## config.mk

```make
export PLATFORM = sky130hd
export DESIGN_NAME = spi_cfg_loader_flat
export DESIGN_NICKNAME = d
export VERILOG_FILES = /design/src/rtl/spi_cfg_loader_if.sv /design/src/rtl/spi_cfg_loader.sv /design/src/flat_wrapper.sv
export SDC_FILE = /design/constraint.sdc
export NUM_CORES = 1
export LEC_CHECK = 0
export CAP_MARGIN = 15
export CORE_UTILIZATION = 35
export CTS_CLUSTER_SIZE = 16
export DETAILED_ROUTE_END_ITERATION = 6
export PLACE_DENSITY = 0.55
export SLEW_MARGIN = 20
export SYNTH_ARGS = -nofsm -noshare
export SYNTH_HDL_FRONTEND = slang
export SYNTH_SLANG_ARGS = --single-unit
```

## constraint.sdc

```tcl
create_clock -name SCLK -period 1.6 [get_ports SCLK]
set_input_delay 0.32 -clock SCLK [delete_from_list [all_inputs] [get_ports SCLK]]
set_output_delay 0.32 -clock SCLK [all_outputs]
set_load 0.01 [all_outputs]
```

## src/rtl/spi_cfg_loader_if.sv

```systemverilog
// Parallel request side of the SPI configuration loader: one frame per valid/ready handshake.
interface spi_cfg_loader_if #(
    parameter int DATA_W = 32
) ();
    logic [DATA_W-1:0] TX_DATA;
    logic              TX_REGSEL;
    logic              TX_MODE;
    logic              TX_VALID;
    logic              TX_READY;

    modport master (output TX_DATA, TX_REGSEL, TX_MODE, TX_VALID, input TX_READY);
    modport slave  (input TX_DATA, TX_REGSEL, TX_MODE, TX_VALID, output TX_READY);
endinterface

```

## src/rtl/spi_cfg_loader.sv

```systemverilog
// Shifts DATA_W-bit words MSB-first into a chip shift register on a divided serial clock,
// reads the chip register back on SOUT, and sequences the chip power-on GRST pulse.
module spi_cfg_loader #(
    parameter int DATA_W     = 32,
    parameter int CLK_DIV    = 4,
    parameter int RST_CYCLES = 16
) (
    input  logic              SCLK,
    input  logic              RST,
    spi_cfg_loader_if.slave   tx,
    input  logic              SOUT,
    output logic              SIN,
    output logic              clk,
    output logic              REGSEL,
    output logic              GRST,
    output logic              LOAD,
    output logic [DATA_W-1:0] RX_DATA,
    output logic              RX_VALID,
    output logic              BUSY
);
    localparam int PH_W = $clog2(2 * CLK_DIV);
    localparam int BC_W = $clog2(DATA_W + 1);
    localparam int RC_W = $clog2(RST_CYCLES + 1);

    localparam logic [PH_W-1:0] PH_RISE  = PH_W'(CLK_DIV - 1);
    localparam logic [PH_W-1:0] PH_LAST  = PH_W'(2 * CLK_DIV - 1);
    localparam logic [BC_W-1:0] BIT_LAST = BC_W'(DATA_W - 1);
    localparam logic [RC_W-1:0] RC_END   = RC_W'(RST_CYCLES);

    typedef enum logic [1:0] {GRST_HOLD, IDLE, SHIFT, LATCH} state_t;

    state_t            state;
    logic [RC_W-1:0]   rst_cnt;
    logic [PH_W-1:0]   phase;
    logic [BC_W-1:0]   bitc;
    logic [DATA_W-1:0] tx_sh;
    logic [DATA_W-1:0] rx_sh;
    logic              mode;

    logic [DATA_W-1:0] tx_nxt;
    logic [DATA_W-1:0] rx_nxt;
    assign tx_nxt = tx_sh << 1;
    assign rx_nxt = (rx_sh << 1) | DATA_W'(SOUT);

    always_ff @(posedge SCLK) begin
        if (RST) begin
            state       <= GRST_HOLD;
            rst_cnt     <= '0;
            phase       <= '0;
            bitc        <= '0;
            tx_sh       <= '0;
            rx_sh       <= '0;
            mode        <= 1'b0;
            GRST        <= 1'b0;
            clk         <= 1'b0;
            SIN         <= 1'b0;
            REGSEL      <= 1'b0;
            LOAD        <= 1'b0;
            RX_VALID    <= 1'b0;
            RX_DATA     <= '0;
            tx.TX_READY <= 1'b0;
            BUSY        <= 1'b1;
        end else begin
            LOAD     <= 1'b0;
            RX_VALID <= 1'b0;
            case (state)
                GRST_HOLD: begin
                    if (rst_cnt == RC_END) begin
                        GRST        <= 1'b1;
                        tx.TX_READY <= 1'b1;
                        BUSY        <= 1'b0;
                        state       <= IDLE;
                    end else begin
                        rst_cnt <= rst_cnt + RC_W'(1);
                    end
                end
                IDLE: begin
                    if (tx.TX_VALID) begin
                        tx_sh       <= tx.TX_DATA;
                        SIN         <= tx.TX_DATA[DATA_W-1];
                        REGSEL      <= tx.TX_REGSEL;
                        mode        <= tx.TX_MODE;
                        phase       <= '0;
                        bitc        <= '0;
                        rx_sh       <= '0;
                        tx.TX_READY <= 1'b0;
                        BUSY        <= 1'b1;
                        state       <= SHIFT;
                    end
                end
                SHIFT: begin
                    // SOUT is taken on the edge that raises clk, before the chip reacts to it
                    if (phase == PH_RISE) begin
                        clk   <= 1'b1;
                        rx_sh <= rx_nxt;
                    end
                    if (phase == PH_LAST) begin
                        clk   <= 1'b0;
                        phase <= '0;
                        if (bitc == BIT_LAST) begin
                            RX_DATA  <= rx_sh;
                            RX_VALID <= 1'b1;
                            LOAD     <= ~mode;
                            state    <= LATCH;
                        end else begin
                            bitc  <= bitc + BC_W'(1);
                            tx_sh <= tx_nxt;
                            SIN   <= tx_nxt[DATA_W-1];
                        end
                    end else begin
                        phase <= phase + PH_W'(1);
                    end
                end
                LATCH: begin
                    REGSEL      <= 1'b0;
                    SIN         <= 1'b0;
                    tx.TX_READY <= 1'b1;
                    BUSY        <= 1'b0;
                    state       <= IDLE;
                end
                default: state <= GRST_HOLD;
            endcase
        end
    end
endmodule
```

## src/flat_wrapper.sv

```systemverilog
// flat-port wrapper written by rule: the top's interface ports become plain ports
module spi_cfg_loader_flat 
#(
    parameter int DATA_W     = 32,
    parameter int CLK_DIV    = 4,
    parameter int RST_CYCLES = 16
)
  (SCLK, RST, SOUT, SIN, clk, REGSEL, GRST, LOAD, RX_DATA, RX_VALID, BUSY, tx_TX_DATA, tx_TX_REGSEL, tx_TX_MODE, tx_TX_VALID, tx_TX_READY);
  spi_cfg_loader_if #(.DATA_W(DATA_W)) tx_i ();
  input  logic SCLK;
  input  logic RST;
  input  logic SOUT;
  output logic SIN;
  output logic clk;
  output logic REGSEL;
  output logic GRST;
  output logic LOAD;
  output logic [DATA_W-1:0] RX_DATA;
  output logic RX_VALID;
  output logic BUSY;
  input wire logic [$bits(tx_i.TX_DATA)-1:0] tx_TX_DATA;
  input wire logic [$bits(tx_i.TX_REGSEL)-1:0] tx_TX_REGSEL;
  input wire logic [$bits(tx_i.TX_MODE)-1:0] tx_TX_MODE;
  input wire logic [$bits(tx_i.TX_VALID)-1:0] tx_TX_VALID;
  output wire logic [$bits(tx_i.TX_READY)-1:0] tx_TX_READY;
  assign tx_i.TX_DATA = tx_TX_DATA;
  assign tx_i.TX_REGSEL = tx_TX_REGSEL;
  assign tx_i.TX_MODE = tx_TX_MODE;
  assign tx_i.TX_VALID = tx_TX_VALID;
  assign tx_TX_READY = tx_i.TX_READY;
  spi_cfg_loader #(.DATA_W(DATA_W), .CLK_DIV(CLK_DIV), .RST_CYCLES(RST_CYCLES)) u_core (.SCLK(SCLK), .RST(RST), .tx(tx_i), .SOUT(SOUT), .SIN(SIN), .clk(clk), .REGSEL(REGSEL), .GRST(GRST), .LOAD(LOAD), .RX_DATA(RX_DATA), .RX_VALID(RX_VALID), .BUSY(BUSY));
endmodule
```

==> out/qor.yml, run 1 <==
route:
  wl_per_cell_um: 15.6
  drt_wl_total_um: 13700
  drtPass1Iterations: 4
  route.detailed.drc: 0
  routed_via_density: 5.18
  route.vias.total: 4568
  ant_nets: 0
  drt_iter0_markers: 243
worst_setup_path:
  reg2reg_setup_slack_ns: -0.12
  cp-end-kind: "register"
  worstReg2RegStart: "u_core.state[0]$_SDFFE_PP0P_"
  worstReg2RegEnd: "u_core.RX_DATA[26]$_SDFFE_PP0P_"
  critPathBufInv: 4
  required_ns: 1.90
  critPathTopFamily: "simple AND/OR/NAND/NOR gates"
  worstPathCellList: "inv_4, ha_4, buf_6, inv_4, or3_4, clkbuf_16, nand2_1, a21oi_1"
  arrival_ns: 2.02
  critPathKind: "reg2reg"
  worst-path-max-fanout: 8
  cp-start-kind: "register"
  crit_top_cell: "inv_4"
  crit_path_top_delay_cell: "or3_4"
  slowest_delay_ns: 0.50
  worst_r2r_path_depth: 8
clocking:
  tritoncts: "yes"
  htree_levels: 4
  cts_sinks: 120
  clock_latency_ns: 0.41
  numCtsBuffers: 17
  root_buffer: "clkbuf_16"
  cts_buffer_depth: 2
  clkSlewWorstSetupHoldPaths_ns: 0.06
pwr:
  p_leak_nw: 2.87
  total_power_mw: 10.6
  p_comb_share_pct: 29.3
  p_sw_share_pct: 29.1
  peakVddDrop_uv: 783
  seq_power_share_pct: 34.1
  p_int_mw: 7.50
  power_density_nw_per_um2: 1340
  clkPwrFrac_pct: 36.6
  net-switching-power_mw: 3.09
logic_synthesis:
  yosysTopAreaCell: "dfxtp_1"
  synthesis.area_um2: 4930
  syn_area_per_cell_um2: 8.61
  synthDistinctLibCells: 40
  synth_edf_count: 0
  synth_warnings: 0
  syn-instance-count: 573
  yosysSeqAreaShare_pct: 48.7
  synthTopCellsByCount: "120 x dfxtp_1, 105 x nand2_1, 79 x a21oi_1, 43 x nor2_1, 36 x nand4_1"
  synth_seq_cells: 120
  ys_top_cells_by_area: "dfxtp_1 49%, a21oi_1 8.0%, nand2_1 8.0%"
  async_reset_ff_share_pct: 0
  synth.top_cell.area_share_pct: 48.7
  synth_most_common_cell: "dfxtp_1"
  syn_nets: 622
  ys.flop_type: "dfxtp_1"
global_routing:
  grt_pass1_wl_um: 21200
  gr-total-overflow: 0
  grt_max_degree: 43
  antenna_found_initial: 0
  grtUsageTotal_pct: 18.6
  grt_pass1_vias: 4432
layout:
  stdcell_area_um2: 7910
  fillers: 1221
  drive_gt1_share_pct: 33.8
  multi_input_area_um2: 2980
  antenna_cells: 0
  ff_latch_area_um2: 2410
  areaGrowthSynthToFinish_pct: 60.3
  fin_nets: 739
placement:
  place_area_um2: 6220
  place_hpwl_um: 7280
  gp_congestion: 0.798
  dp_slack_ns: -0.360
  port_buffers: 77
floorplanning:
  core_region_area_um2: 13800
  dieHeight_um: 121
  fp.dieW_um: 121
  io_pins: 78
  num_rows: 43
  design.die.area_um2: 14600
  start_util_pct: 35.7
run_status:
  violations: "negative setup slack"
  outcome: "complete, but fails checks"
sta:
  worstMarginPinSlew_ns: 0.595
  skew_ns: 0.00714
  fmax_mhz: 581
  drv_slew: 0
  timing.final.hold_violations: 0
  rsz0062_at_grt: "true"
  max_slew_margin_pct: 60.3
  finalCritPeriodShare_pct: 108
  min_period_ns: 1.72
  setup_viol: 102
  setup_slack_ns: -0.122
min_path:
  min_to: "u_core.phase[1]$_SDFFE_PP0P_"
  hold_class: "in2reg"
  hold_start: "RST"
  hold_depth: 2
job:
  maxCapViolCount: 0
-- state kept, by name, summed over array words and instances (netlist names) --
| signal | flops |
|---|---|
| u_core.rst_cnt | 5 |
| u_core.rx_sh | 32 |
| u_core.RX_DATA | 32 |
| u_core.mode | 1 |
| u_core.REGSEL | 1 |
| u_core.SIN | 1 |
| u_core.BUSY | 1 |
| u_core.GRST | 1 |
| u_core.clk | 1 |
| u_core.bitc | 6 |
| u_core.state | 2 |
| u_core.phase | 3 |
| u_core.RX_VALID | 1 |
| u_core.tx.TX_READY | 1 |
| u_core.tx_sh | 31 |
| u_core.LOAD | 1 |
-- layer usage --
| metal | vias to the layer above | wire length [um] | global-route usage [%] |
|---|---|---|---|
| met5 | - | 0 | 0 |
| met4 | 0 | 274 | 8.33 |
| met3 | 23 | 648 | 5.33 |
| met2 | 124 | 6730 | 31.1 |
| met1 | 2174 | 6090 | 22.2 |
| li1 | 2247 | - | - |
-- cells in the final DEF, fill, tap and decap left out, types with 15 or more instances in the layout --
cell type / count
nand2_2: 16
nor2_1: 31
a211oi_1: 15
a21oi_1: 46
clkdlybuf4s50_1: 37
buf_4: 38
nand4_1: 36
a211oi_2: 17
clkbuf_16: 23
dlygate4sd2_1: 35
nand2_4: 26
mux2i_1: 30
dfxtp_1: 114
nand2_1: 63
a21oi_2: 33
-- logic make-up after synthesis --
kind of cell | Yosys count | share of synthesized area [%]
AO/OA/AOI/OAI | 136 | 16.7
XOR/XNOR | 4 | 0.710
adder cells (fa/ha/maj) | 11 | 2.79
buffers and inverters | 58 | 4.89
flip-flops | 120 | 48.7
multiplexers | 31 | 6.36
AND/OR/NAND/NOR | 213 | 19.8
-- repair_timing --
item | CTS | global route
resized for setup | 84 | 142
gates cloned | 7 | 6
buffers inserted | 7 | 6
hold buffers | 0 | 0
pin swaps | 8 | 65
setup endpoints to repair | 139 | 111
-- power groups by stage --
stage               Clock [mW]  Sequential [mW]  Combinational [mW]
finish                    3.87             3.61                3.10
global route              4.09             3.65                3.35
CTS                       3.93             3.57                2.57
detailed placement           0             3.63                1.99
global placement             0             3.61                1.93
floorplan                    0             3.48                1.02
-- metrics by stage --
stage               cells  utilization, %  setup TNS, ns  hold slack [ns]
finish                882            57.2          -7.95            0.398
floorplan             573               -              0            0.412
global route          882            57.2         -14.03            0.398
detailed placement    825            45.0         -18.25            0.434
CTS                   870            51.9          -3.91            0.359
global placement      825            45.0         -15.59            0.430
-- worst max path at each step --
stage / from / cells past startpoint / slack [ns] / to
after floorplan: u_core.state[1]$_SDFFE_PP0P_ / 7 / 0.002 / u_core.SIN$_SDFFE_PP0P_
after global placement: tx_TX_VALID / 6 / -0.25 / u_core.tx_sh[24]$_SDFFE_PP0P_
after detailed placement: tx_TX_VALID / 6 / -0.36 / u_core.state[0]$_SDFFE_PP0P_
after CTS: u_core.state[0]$_SDFFE_PP0P_ / 8 / -0.1 / u_core.tx_sh[17]$_SDFFE_PP0P_
after global routing: u_core.state[0]$_SDFFE_PP0P_ / 9 / -0.19 / u_core.rx_sh[4]$_SDFFE_PP0P_
final: u_core.state[0]$_SDFFE_PP0P_ / 8 / -0.12 / u_core.RX_DATA[26]$_SDFFE_PP0P_
-- area by class of cell --
cell class	instances	share of cell area, %
clock buffer	23	6.04
clock inverter	8	1.52
inverter	10	0.538
multi-input combinational	395	37.6
sequential	120	30.5
tap	180	2.85
timing repair buffer	146	20.9
Power figures use the tool's default switching activity.
==> run 2, diff against run 1 <==
Settings changed: CORE_ASPECT_RATIO set to 0.75, CTS_CLUSTER_DIAMETER set to 30.
==> out/qor.yml, run 2 (synthesized netlist as in run 1, its figures left out) <==
run_status:
  outcome: "complete, but fails checks"  # unchanged
  violations: "design-rule violations, negative setup slack"  # was negative setup slack
worst_setup_path:
  slowest_delay_ns: 0.37  # was 0.50 ns
  worst_r2r_path_depth: 8  # unchanged
  critPathBufInv: 3  # was 4
  cp-start-kind: "register"  # unchanged
  worst-path-max-fanout: 8  # unchanged
  worstReg2RegStart: "u_core.state[1]$_SDFFE_PP0P_"  # was u_core.state[0]$_SDFFE_PP0P_
  crit_top_cell: "buf_6"  # was inv_4
  arrival_ns: 2.06  # was 2.02 ns
  critPathTopFamily: "compound AO/OA/AOI/OAI gates"  # was simple AND/OR/NAND/NOR gates
  reg2reg_setup_slack_ns: -0.13  # was -0.12 ns
  worstReg2RegEnd: "u_core.tx_sh[16]$_SDFFE_PP0P_"  # was u_core.RX_DATA[26]$_SDFFE_PP0P_
  crit_path_top_delay_cell: "dfxtp_4"  # was or3_4
  required_ns: 1.93  # was 1.90 ns
  critPathKind: "reg2reg"  # unchanged
  cp-startpoint: "u_core.state[1]$_SDFFE_PP0P_"  # was u_core.state[0]$_SDFFE_PP0P_
  cp-end-kind: "register"  # unchanged
  worstPathCellList: "inv_4, ha_4, mux2i_4, a211oi_4, buf_6, buf_6, nor2_1, a211oi_1"  # was inv_4, ha_4, buf_6, inv_4, or3_4, clkbuf_16, nand2_1, a21oi_1
layout:
  antenna_cells: 0  # unchanged
  reg_top3: "u_core.RX_DATA (32), u_core.rx_sh (32), u_core.tx_sh (31)"  # unchanged
  areaGrowthSynthToFinish_pct: 59.2  # was 60.3%
  fin_nets: 741  # was 739
  mostFrequentLayoutCells: "114 x dfxtp_1, 53 x nand2_1, 47 x a21oi_1, 41 x buf_4, 39 x dlygate4sd2_1"  # was 114 x dfxtp_1, 63 x nand2_1, 46 x a21oi_1, 38 x buf_4, 37 x clkdlybuf4s50_1
  drive_gt1_share_pct: 35.0  # was 33.8%
  final_common_cell: "dfxtp_1"  # unchanged
clocking:
  cts_hold_buffers: 0  # unchanged
  htree_levels: 4  # unchanged
  root_buffer: "clkbuf_16"  # unchanged
  tritoncts: "yes"  # unchanged
  clock_latency_ns: 0.42  # was 0.41 ns
  cts_sinks: 120  # unchanged
  clkSlewWorstSetupHoldPaths_ns: 0.05  # was 0.06 ns
  numCtsBuffers: 17  # unchanged
  cts_buffer_depth: 2  # unchanged
global_routing:
  antenna_found_initial: 0  # unchanged
  grtUsageTotal_pct: 18.0  # was 18.6%
  grt_pass1_vias: 4301  # was 4,432
  grt_pass1_wl_um: 20900  # was 21,200 um
  grt_max_degree: 38  # was 43
  gr-total-overflow: 0  # unchanged
route:
  drt_iter0_markers: 240  # was 243
  ant_nets: 0  # unchanged
  route.detailed.drc: 2  # was 0
  route.vias.total: 4604  # was 4,568
  drt_wl_total_um: 14400  # was 13,700 um
  wl_per_cell_um: 16.3  # was 15.6 um
  routed_via_density: 5.23  # was 5.18
  drtPass1Iterations: 6  # was 4
sta:
  max_slew_margin_pct: 65.5  # was 60.3%
  setup_viol: 67  # was 102
  drv_slew: 0  # unchanged
  finalCritPeriodShare_pct: 108  # about the same
  fmax_mhz: 578  # was 581 MHz
  timing.final.hold_violations: 0  # unchanged
  min_period_ns: 1.73  # was 1.72 ns
  rsz0062_at_grt: "true"  # unchanged
  setup_slack_ns: -0.132  # was -0.122 ns
  worstMarginPinSlew_ns: 0.518  # was 0.595 ns
  fin_hold_ws_ns: 0.366  # was 0.398 ns
  skew_ns: 0.00922  # was 0.00714 ns
min_path:
  hold_start: "RST"  # unchanged
  min_to: "u_core.phase[1]$_SDFFE_PP0P_"  # unchanged
  hold_depth: 2  # unchanged
  hold_class: "in2reg"  # unchanged
pwr:
  p_leak_nw: 3.03  # was 2.87 nW
  peakVddDrop_uv: 687  # was 783 uV
  power_density_nw_per_um2: 1280  # was 1340 nW/um^2
placement:
  place_hpwl_um: 7680  # was 7280 um
  gp_congestion: 0.845  # was 0.798
  port_buffers: 77  # unchanged
  dp_slack_ns: -0.291  # was -0.360 ns
job:
  maxCapViolCount: 0  # unchanged
floorplanning:
  start_util_pct: 35.9  # was 35.7%
  dieHeight_um: 105  # was 121 um
  fp.dieW_um: 139  # was 121 um
  num_rows: 37  # was 43
  io_pins: 78  # unchanged
  core_region_area_um2: 13700  # was 13,800 um^2
  design.die.area_um2: 14600  # about the same
-- run 2: changes by cell type in the layout (fill, tap and decap cells not counted), moves of 3 or more --
cell            previous run  this run
dlymetal6s2s_1             4         0
a211oi_1                  15        10
a211oi_2                  17        22
nand2_4                   26        35
dlygate4sd2_1             35        39
buf_4                     38        41
nand2_1                   63        53
buf_16                     7         2
ha_2                       0         3
-- run 2: area by class of cell --
cell class              count  area, um^2
fillers                  1206        5890
multi-input cells         395        3000
flip-flops and latches    120        2410
repair buffers            148        1610
clock buffers              25         495
well taps                 175         219
clock inverters             7        67.6
inverters                  10        42.5
-- run 2: power breakdown --
group	switching (mW)	internal (mW)
Combinational	1.42	1.38
Clock	1.34	2.29
Sequential	0.248	3.36
-- run 2: worst max-delay path by stage --
stage / endpoint / slack [ns] / depth (start not counted)
3_5_place_dp: u_core.tx_sh[30]$_SDFFE_PP0P_ / -0.29 / 6
3_3_place_gp: u_core.tx_sh[25]$_SDFFE_PP0P_ / -0.24 / 6
5_1_grt: u_core.tx_sh[16]$_SDFFE_PP0P_ / -0.22 / 8
2_1_floorplan: u_core.SIN$_SDFFE_PP0P_ / 0.002 / 7
4_1_cts: u_core.tx_sh[15]$_SDFFE_PP0P_ / -0.08 / 8
6_report: u_core.tx_sh[16]$_SDFFE_PP0P_ / -0.13 / 8
-- run 2: per-stage QoR --
| stage | utilization [%] | instance area (um^2) | instances | TNS (ns) | power, mW |
|---|---|---|---|---|---|
| global route | 57.1 | 7860 | 880 | -9.66 | 10.5 |
| floorplan | - | 5020 | 573 | 0 | 4.50 |
| detailed placement | 45.3 | 6230 | 822 | -16.27 | 5.65 |
| CTS | 50.3 | 6910 | 862 | -2.05 | 9.58 |
| global placement | 45.3 | 6230 | 822 | -13.40 | 5.57 |
| finish | 57.1 | 7860 | 880 | -4.11 | 10.0 |
-- run 2: layer usage --
layer	vias up	part of all wire, %	GRT usage [%]
met5	-	0	0
li1	2252	-	-
met4	0	1.3	8.10
met2	92	46	27.3
met3	9	3.8	5.09
met1	2251	49	23.8
-- run 2: what timing repair did --
action                                  in CTS  in global routing
gates resized for setup                     52                179
gates cloned                                 3                 12
endpoints found under the setup margin     112                107
hold endpoints to repair                     0                  0
buffers inserted                             5                  8
pin swaps                                    1                 93
